--- config.mk ---
export PLATFORM = sky130hd
export DESIGN_NAME = store_unit
export DESIGN_NICKNAME = d
export VERILOG_FILES = /design/src/rtl/riscv_pkg.sv /design/src/rtl/store_lane_align.sv /design/src/rtl/store_unit.sv
export SDC_FILE = /design/constraint.sdc
export NUM_CORES = 1
export LEC_CHECK = 0
export ABC_AREA = 1
export BUFFER_PORTS_ARGS = -buffer_cell sky130_fd_sc_hd__buf_4
export CELL_PAD_IN_SITES_DETAIL_PLACEMENT = 1
export CELL_PAD_IN_SITES_GLOBAL_PLACEMENT = 1
export CORE_ASPECT_RATIO = 0.75
export CORE_MARGIN = 3
export CORE_UTILIZATION = 30
export DETAILED_ROUTE_END_ITERATION = 8
export PLACE_DENSITY_LB_ADDON = 0.3
export SLEW_MARGIN = 40
export SYNTH_ARGS = -nofsm -noshare
export SYNTH_HDL_FRONTEND = slang
export SYNTH_HIERARCHICAL = 1
export SYNTH_SLANG_ARGS = --single-unit
--- constraint.sdc ---
create_clock -name clk -period 7.3 [get_ports clk]
set_input_delay 0.73 -clock clk [delete_from_list [all_inputs] [get_ports clk]]
set_output_delay 0.73 -clock clk [all_outputs]
set_load 0.1 [all_outputs]
--- src/rtl/riscv_pkg.sv ---
`default_nettype none
// ============================================================================
//  Module      : riscv_pkg
//  Description : Shared store-size codes (decoder encodings), store-unit
//                state encoding and a size-normalisation helper.
//  Revision    : 1.0 - initial release
// ============================================================================
package riscv_pkg;

    // Store size codes, identical to the store-instruction decoder encodings
    localparam logic [2:0] SB = 3'd0;
    localparam logic [2:0] SH = 3'd1;
    localparam logic [2:0] SW = 3'd2;

    // Store-unit state encoding
    typedef enum logic [2:0] {
        IDLE  = 3'd0,
        REQ   = 3'd1,
        DONE  = 3'd2,
        FAULT = 3'd3,
        TOUT  = 3'd4
    } st_state_e;

    // Any code that is not a half or word store behaves as a byte store
    function automatic logic [2:0] norm_size(input logic [2:0] code);
        return ((code == SH) || (code == SW)) ? code : SB;
    endfunction

endpackage
`default_nettype wire

--- src/rtl/store_lane_align.sv ---
`default_nettype none
// ============================================================================
//  Module      : store_lane_align
//  Description : Combinational byte-lane steering for stores. Replicates the
//                store data across lanes, builds the byte strobes from the
//                low address bits and flags misaligned half/word stores.
//  Revision    : 1.0 - initial release
// ============================================================================
module store_lane_align
    import riscv_pkg::*;
(
    input  logic [1:0]  ea_lo,
    input  logic [2:0]  size,
    input  logic [31:0] rs2_val,
    output logic [31:0] wdata,
    output logic [3:0]  wstrb,
    output logic        misaligned
);

    // Lane replication and strobe generation per normalised store size
    always_comb begin
        wdata      = {4{rs2_val[7:0]}};
        wstrb      = 4'b0001 << ea_lo;
        misaligned = 1'b0;
        case (norm_size(size))
            SH: begin
                wdata      = {2{rs2_val[15:0]}};
                wstrb      = 4'b0011 << {ea_lo[1], 1'b0};
                misaligned = ea_lo[0];
            end
            SW: begin
                wdata      = rs2_val;
                wstrb      = 4'b1111;
                misaligned = |ea_lo;
            end
            default: begin
            end
        endcase
    end

endmodule
`default_nettype wire

--- src/rtl/store_unit.sv ---
`default_nettype none
// ============================================================================
//  Module      : store_unit
//  Description : Store execution stage. Computes the effective address,
//                checks alignment, issues one byte-laned write over a req/ack
//                handshake and reports done / misaligned / timeout.
//  Revision    : 1.0 - initial release
// ============================================================================
module store_unit
    import riscv_pkg::*;
#(
    parameter int ACK_TIMEOUT = 16
) (
    input  logic        clk,
    input  logic        rst_n,
    input  logic        st_valid,
    output logic        st_ready,
    input  logic [31:0] rs1_val,
    input  logic [31:0] rs2_val,
    input  logic [11:0] imm,
    input  logic [2:0]  store_control,
    output logic        mem_req,
    output logic [31:0] mem_addr,
    output logic [31:0] mem_wdata,
    output logic [3:0]  mem_wstrb,
    input  logic        mem_ack,
    output logic        st_done,
    output logic        st_misaligned,
    output logic        st_timeout,
    output logic [31:0] st_fault_addr
);

    // Last wait-counter value before the request is abandoned
    localparam logic [7:0] c_WAIT_LAST = 8'(ACK_TIMEOUT - 1);

    st_state_e   r_state;
    st_state_e   w_next;
    logic [31:0] r_ea;
    logic [31:0] r_rs2;
    logic [2:0]  r_size;
    logic [7:0]  r_wait;
    logic [31:0] r_fault_addr;

    logic        w_idle;
    logic        w_accept;
    logic [31:0] w_ea;
    logic [1:0]  w_sel_ea_lo;
    logic [2:0]  w_sel_size;
    logic [31:0] w_sel_rs2;
    logic [31:0] w_wdata;
    logic [3:0]  w_wstrb;
    logic        w_misaligned;

    assign w_idle   = (r_state == IDLE);
    assign w_accept = st_valid && w_idle;
    assign w_ea     = rs1_val + {{20{imm[11]}}, imm};

    // The aligner sees the incoming store while idle (for the fault decision)
    // and the registered store otherwise (for lane generation in REQ).
    assign w_sel_ea_lo = w_idle ? w_ea[1:0]     : r_ea[1:0];
    assign w_sel_size  = w_idle ? store_control : r_size;
    assign w_sel_rs2   = w_idle ? rs2_val       : r_rs2;

    store_lane_align u_align (
        .ea_lo      (w_sel_ea_lo),
        .size       (w_sel_size),
        .rs2_val    (w_sel_rs2),
        .wdata      (w_wdata),
        .wstrb      (w_wstrb),
        .misaligned (w_misaligned)
    );

    // State register
    always_ff @(posedge clk or negedge rst_n) begin
        if (!rst_n) begin
            r_state <= IDLE;
        end else begin
            r_state <= w_next;
        end
    end

    // Next-state logic; an ack in the last allowed cycle beats the timeout
    always_comb begin
        w_next = r_state;
        case (r_state)
            IDLE: begin
                if (w_accept) begin
                    w_next = w_misaligned ? FAULT : REQ;
                end
            end
            REQ: begin
                if (mem_ack) begin
                    w_next = DONE;
                end else if (r_wait == c_WAIT_LAST) begin
                    w_next = TOUT;
                end
            end
            DONE:    w_next = IDLE;
            FAULT:   w_next = IDLE;
            TOUT:    w_next = IDLE;
            default: w_next = IDLE;
        endcase
    end

    // Output decode; memory bus is held at zero outside REQ
    always_comb begin
        st_ready      = w_idle;
        mem_req       = 1'b0;
        mem_addr      = 32'd0;
        mem_wdata     = 32'd0;
        mem_wstrb     = 4'd0;
        st_done       = (r_state == DONE);
        st_misaligned = (r_state == FAULT);
        st_timeout    = (r_state == TOUT);
        if (r_state == REQ) begin
            mem_req   = 1'b1;
            mem_addr  = {r_ea[31:2], 2'b00};
            mem_wdata = w_wdata;
            mem_wstrb = w_wstrb;
        end
    end

    // Capture the store operands on accept
    always_ff @(posedge clk or negedge rst_n) begin
        if (!rst_n) begin
            r_ea   <= 32'd0;
            r_rs2  <= 32'd0;
            r_size <= SB;
        end else if (w_accept) begin
            r_ea   <= w_ea;
            r_rs2  <= rs2_val;
            r_size <= norm_size(store_control);
        end
    end

    // Wait counter: cleared on accept, counts REQ cycles without ack
    always_ff @(posedge clk or negedge rst_n) begin
        if (!rst_n) begin
            r_wait <= 8'd0;
        end else if (w_accept) begin
            r_wait <= 8'd0;
        end else if ((r_state == REQ) && !mem_ack) begin
            r_wait <= r_wait + 8'd1;
        end
    end

    // Fault address is loaded as the FSM enters FAULT or TOUT, so it is
    // already valid during the corresponding pulse
    always_ff @(posedge clk or negedge rst_n) begin
        if (!rst_n) begin
            r_fault_addr <= 32'd0;
        end else if (w_idle && (w_next == FAULT)) begin
            r_fault_addr <= w_ea;
        end else if ((r_state == REQ) && (w_next == TOUT)) begin
            r_fault_addr <= r_ea;
        end
    end

    assign st_fault_addr = r_fault_addr;

endmodule
`default_nettype wire

[After elaboration in Yosys (flattened, before gate mapping)]
Cells that the tools add are included.
Storage, ports and cells
  ROM bits: 0
  register bits: 110
  output and inout bits: 105
  bits in latches: 0
  RAM bits: 0
  memories kept: 0
Cells by class
  multiply operators: 0
  mux-type cells: 21
  shift operators: 2
  add/sub/neg operators: 2
  $lt $le $gt $ge: 0
  reduce and logical (&&, ||, !) cells: 11
  bitwise gates (word level): 0
  equality and inequality tests: 13
  divide/modulo/power cells: 0
Operator list (count)
  $mux W32: 5
  $pmux W32 S2: 1
  $add A32 B32 Y32: 1
  $eq A3 B2 Y1 const B: 6
  $mux W3: 6
  $mux W8: 2
  $eq A3 B1 Y1 const B: 4
  $add A8 B1 Y8 const B: 1
  $eq A8 B4 Y1 const B: 1
  $pmux W4 S2: 1
  $eq A3 B3 Y1 const B: 2
  $pmux W3 S2: 1
  $logic_and A1 B1 Y1: 4
  $mux W2: 2
  $mux W4: 1
  $reduce_bool A2 Y1: 2
  $shl A1 B2 Y4 const A: 1
  $shl A2 B2 Y4 const A: 1
  $logic_not A3 Y1: 1
  $logic_or A1 B1 Y1: 2
  $pmux W1 S2: 1
  $reduce_or A2 Y1: 1
  $logic_not A1 Y1: 1
  $mux W1: 1

[Depth between registers and ports, before layout]
  depth after elaboration: 14
  mapped depth: 18

[Hierarchy]
Netlist, hierarchy kept.
Modules (own cells, without submodules)
  store_unit: area each 7851.3 um2, seq. area each 2752.6 um2, cells an instance 1239, instances 1
  store_lane_align: area each 535.5 um2, seq. area each 0.0 um2, cells an instance 111, instances 1

[Worst setup path after synthesis]
Ideal clock, no wire load.
  kind: input-to-output
  from: input port rs1_val[0]
  to: output port mem_wstrb[3]
  slack: 3.116 ns
  arrival time: 3.454 ns
  stages: 9
  cell sequence: ha_1 > fa_1 > inv_1 > o21ai_0 > nand2_1 > nand3b_1 > nand2_1 > inv_1 > nor2_1
Between the ends
  cells in the longest elaborated chain, start to end: 5
  elaborated cells on any way between the ends: 6
  classes of those cells: add/sub (1); shift (2); mux (3)
Ends and longest elaborated chain
  start, declared: line store_unit.sv:18  | input logic [31:0] rs1_val,
  $add A32 B32 Y32 (*): line store_unit.sv:56  | assign w_ea = rs1_val + {{20{imm[11]}}, imm};
  via w_ea[1]: line store_unit.sv:46  | logic [31:0] w_ea;
  $mux W2 (*): line store_unit.sv:60  | assign w_sel_ea_lo = w_idle ? w_ea[1:0] : r_ea[1:0];
  via w_sel_ea_lo[1]: line store_unit.sv:47  | logic [1:0] w_sel_ea_lo;
  $shl A2 B2 Y4 / $shl A1 B2 Y4 (equally long branches): line store_lane_align.sv:28, store_lane_align.sv:23
  $pmux W4 S2 (*): line store_lane_align.sv:25  | case (norm_size(size))
  via w_wstrb[3]: line store_unit.sv:51  | logic [3:0] w_wstrb;
  $mux W4 (*): line store_unit.sv:115  | if (r_state == REQ) begin
  end, declared: line store_unit.sv:25  | output logic [3:0] mem_wstrb,
The timed path passes the listed nets; every way through them passes the cells marked *.

[Worst setup path in the final report]
  from: register r_state[0]
  to: output port mem_wdata[26]
Between the ends
  cells in the longest elaborated chain, start to end: 8
  elaborated cells on any way between the ends: 12
  classes of those cells: eq/ne (5); mux (5); reduce/logical (2)
Ends and longest elaborated chain
  start, declared: line store_unit.sv:36  | st_state_e r_state;
  start signal, assigned: line store_unit.sv:78  | r_state <= w_next;
  $logic_not A3 Y1 (*): line store_unit.sv:54  | assign w_idle = (r_state == IDLE);
  $mux W3 (*): line store_unit.sv:61  | assign w_sel_size = w_idle ? store_control : r_size;
  via w_sel_size[0]: line store_unit.sv:48  | logic [2:0] w_sel_size;
  $eq A3 B1 Y1 / $eq A3 B2 Y1 (equally long branches): line riscv_pkg.sv:26  | return ((code == SH) || (code == SW)) ? code : SB;
  $logic_or A1 B1 Y1: line riscv_pkg.sv:26
  $mux W3 (*): line riscv_pkg.sv:26
  $eq A3 B2 Y1 / $eq A3 B1 Y1 (equally long branches): line store_lane_align.sv:25
  $pmux W32 S2 (*): line store_lane_align.sv:25
  via w_wdata[26]: line store_unit.sv:50  | logic [31:0] w_wdata;
  $mux W32 (*): line store_unit.sv:115
  end, declared: line store_unit.sv:24  | output logic [31:0] mem_wdata,
Marked as above.

==> metrics.csv <==
stage,metric,value,unit
final_layout,layout.nets,1615,
routing,vias_per_cell,4.66,
timing,hold_violations,0,
critical_path,timing.setup.critical_path_class,flop to output pin,
floorplan,std_cell_rows,52,
clocking,cts.repair.resized,0,
clocking,clock_tree.root_cell,clkbuf_16,
clocking,cts-htree-levels,3,
clocking,cts-buffers-inserted,9,
yosys,ys_warn_count,6,
global_routing,number_of_antenna_violations_at_the_first_check_in_global_routing,0,
final_layout,antenna_cells_inserted,0,
timing,grt_setup_unrepaired,false,
routing,finalWirelength,29300,µm
timing,slew_viol_final,0,
routing,routed-via-count,8645,
critical_path,timing.critical_path.slowest_stage_cell,nor3_4,
critical_path,worst_setup_path_end_kind,output pin,
hold_path,hold_path_class,input pin to async pin,
final_layout,sequential_cell_area,2750,µm²
timing,relSlewSlack,0.453,
yosys,synthesis.instances,1350,
routing,drcViolationCount,0,
floorplan,chip_height,151,µm
critical_path,reg2reg_setup_slack,3.71,ns
critical_path,timing.critical_path.cells,inv_1 > nand2_2 > buf_4 > o21ai_0 > nor3_4 > nand2_2 > nand3_2 > inv_1 > nor2_1 > buf_4,
final_layout,final.fill_count,3606,
yosys,seq_cells_post_synth,110,
clocking,clock_insertion_delay_at_the_later_pin_of_the_skew_report,0.35,ns
final_layout,area_delta_synth_final,22.4,%
floorplan,floorplan.core_area,27300,µm²
place,placed_cells_incl_taps,1839,
clocking,post_cts_hold_buffer_count,0,
global_routing,grt-ovfl-total,0,
global_routing,first_pass_grt_wire_length,46400,µm
timing,finClkSkew,0.0123,ns
critical_path,crit_buf_inv,4,
yosys,synth.area.top_cells,"dfrtp_1 33%, nand2_1 21%, inv_1 11%",
final_layout,multi_input_area,4390,µm²
timing,post-route-min-period,4.10,ns
critical_path,setup.worst_path.start_class,flop,
yosys,synthDistinctLibCells,43,
floorplan,fp.dieArea,30000,µm²
clocking,tritoncts_clock_tree,yes,
yosys,yosys.area.top_type,dfrtp_1,
final_layout,fin_cells,1854,
timing,finalCritPeriodShare,0.561,
routing,antenna_violating_nets_post_route,0,
timing,worstMarginPinSlew,0.817,ns
clocking,cts-root-to-sink-buffers,2,
yosys,async_reset_ff_frac,1.00,
final_layout,final_core_utilization,0.376,
yosys,synth_top_area_frac,0.328,
global_routing,grt_max_degree,103,
clocking,clk_transition_reported_paths,0.08,ns
final_layout,final_layout_size_suffix_gt1_frac,0.156,
run,max_cap_check_violation_count,0,
global_routing,grt_use_total,0.195,
run_status,run_status,"complete, no violations",
global_routing,first_global_vias,8701,
floorplan,die_x,199,µm
routing,avgRoutedWirePerCell,15.8,µm
floorplan,floorplan.io_pins,188,
timing,setup_viol,0,
place,place_congestion,0.854,
critical_path,data_required_time_at_the_worst_endpoint,6.57,ns
critical_path,worst-endpoint-arrival,3.37,ns
floorplan,start_util,0.308,
yosys,average_instance_area_after_synthesis,6.21,µm²
routing,total_iterations_of_the_first_detailed_routing_run,5,
timing,fin_setup_tns,0,ns
clocking,clock-sinks,110,
clocking,post-cts-setup-buffer-count,0,
yosys,synth-edff-count,0,
yosys,dominantRegCellSynth,dfrtp_1,
yosys,netlist_area,8390,µm²
critical_path,worstPathMaxFanout,74,
place,place_hpwl,23300,µm
yosys,synth-seq-area-share,0.328,
critical_path,slowest_delay,0.77,ns
critical_path,crit_family,simple AND/OR/NAND/NOR gates,
timing,fmax,244,MHz
place,port_buffers,185,
routing,detailedRoute.firstIterationViolations,411,
-- layer usage --
layer,part of all wire,track usage,wire [µm]
met1,0.53,0.298,15500
met2,0.43,0.301,12700
met3,0.034,0.0302,1010
met4,0.0047,0.0179,137
met5,0,0,0
-- cells in the mapped netlist, types with 7 or more instances --
cell and number:
nand2_1 473, inv_1 243, nand3_1 122, nor2_1 114, dfrtp_1 110, o21ai_0 98, ha_1 32, a21oi_1 25
clkbuf_1 19, buf_4 13, buf_2 10, nor3_1 10, o21ai_1 7
-- cell usage in the layout (no fill, tap or decap), types with 7 or more instances in the layout --
cell and instances:
nand2_1 471, inv_1 243, buf_4 187, nand3_1 122
nor2_1 114, dfrtp_1 110, o21ai_0 97, ha_1 32
a21oi_1 25, nor3_1 10, clkbuf_16 9, o21ai_1 8
nand2_2 7
-- registers in the layout, indices dropped and copies added, names as in the netlist --
| signal | flops |
|---|---|
| r_ea | 32 |
| r_rs2 | 32 |
| st_fault_addr | 32 |
| r_wait | 8 |
| r_size | 3 |
| r_state | 3 |
-- worst paths after layout --
kind,startpoint,end,depth (start not counted)
max in group asynchronous,rst_n,r_ea[29],2
min in group clk,r_ea[28],r_ea[28],2
worst min register to register,r_ea[28],r_ea[28],2
worst min-delay path,rst_n,st_fault_addr[3],1
worst max-delay path,r_state[0],mem_wdata[26],10
worst max register to register,r_state[0],st_fault_addr[9],11
-- stage by stage --
stage | hold WS, ns | area, µm² | setup WS, ns
floorplan | 0.434 | 8390 | 3.12
global placement | 0.464 | 9950 | 3.24
detailed placement | 0.466 | 9960 | 3.21
CTS | 0.470 | 10300 | 3.16
global route | 0.362 | 10300 | 2.91
finish | 0.338 | 10300 | 3.20
-- cell type report --
cell class	instances	share of cell area
tap	351	0.0428
clock inverter	6	0.00768
timing repair buffer	189	0.139
clock buffer	9	0.0219
inverter	251	0.0923
multi-input combinational	938	0.428
sequential	110	0.268
-- cell families after synthesis --
group,after synthesis,share of synthesized area
flops,110,0.328
compound gates,138,0.0850
simple gates,753,0.375
buf+inv,303,0.149
other cells,1,0.000447
xor+xnor,12,0.0125
fa+ha+maj,33,0.0501
Power is left out: the tool's default activity adds up to more than one toggle a clock period on the data nets, which glitch-free logic cannot reach.
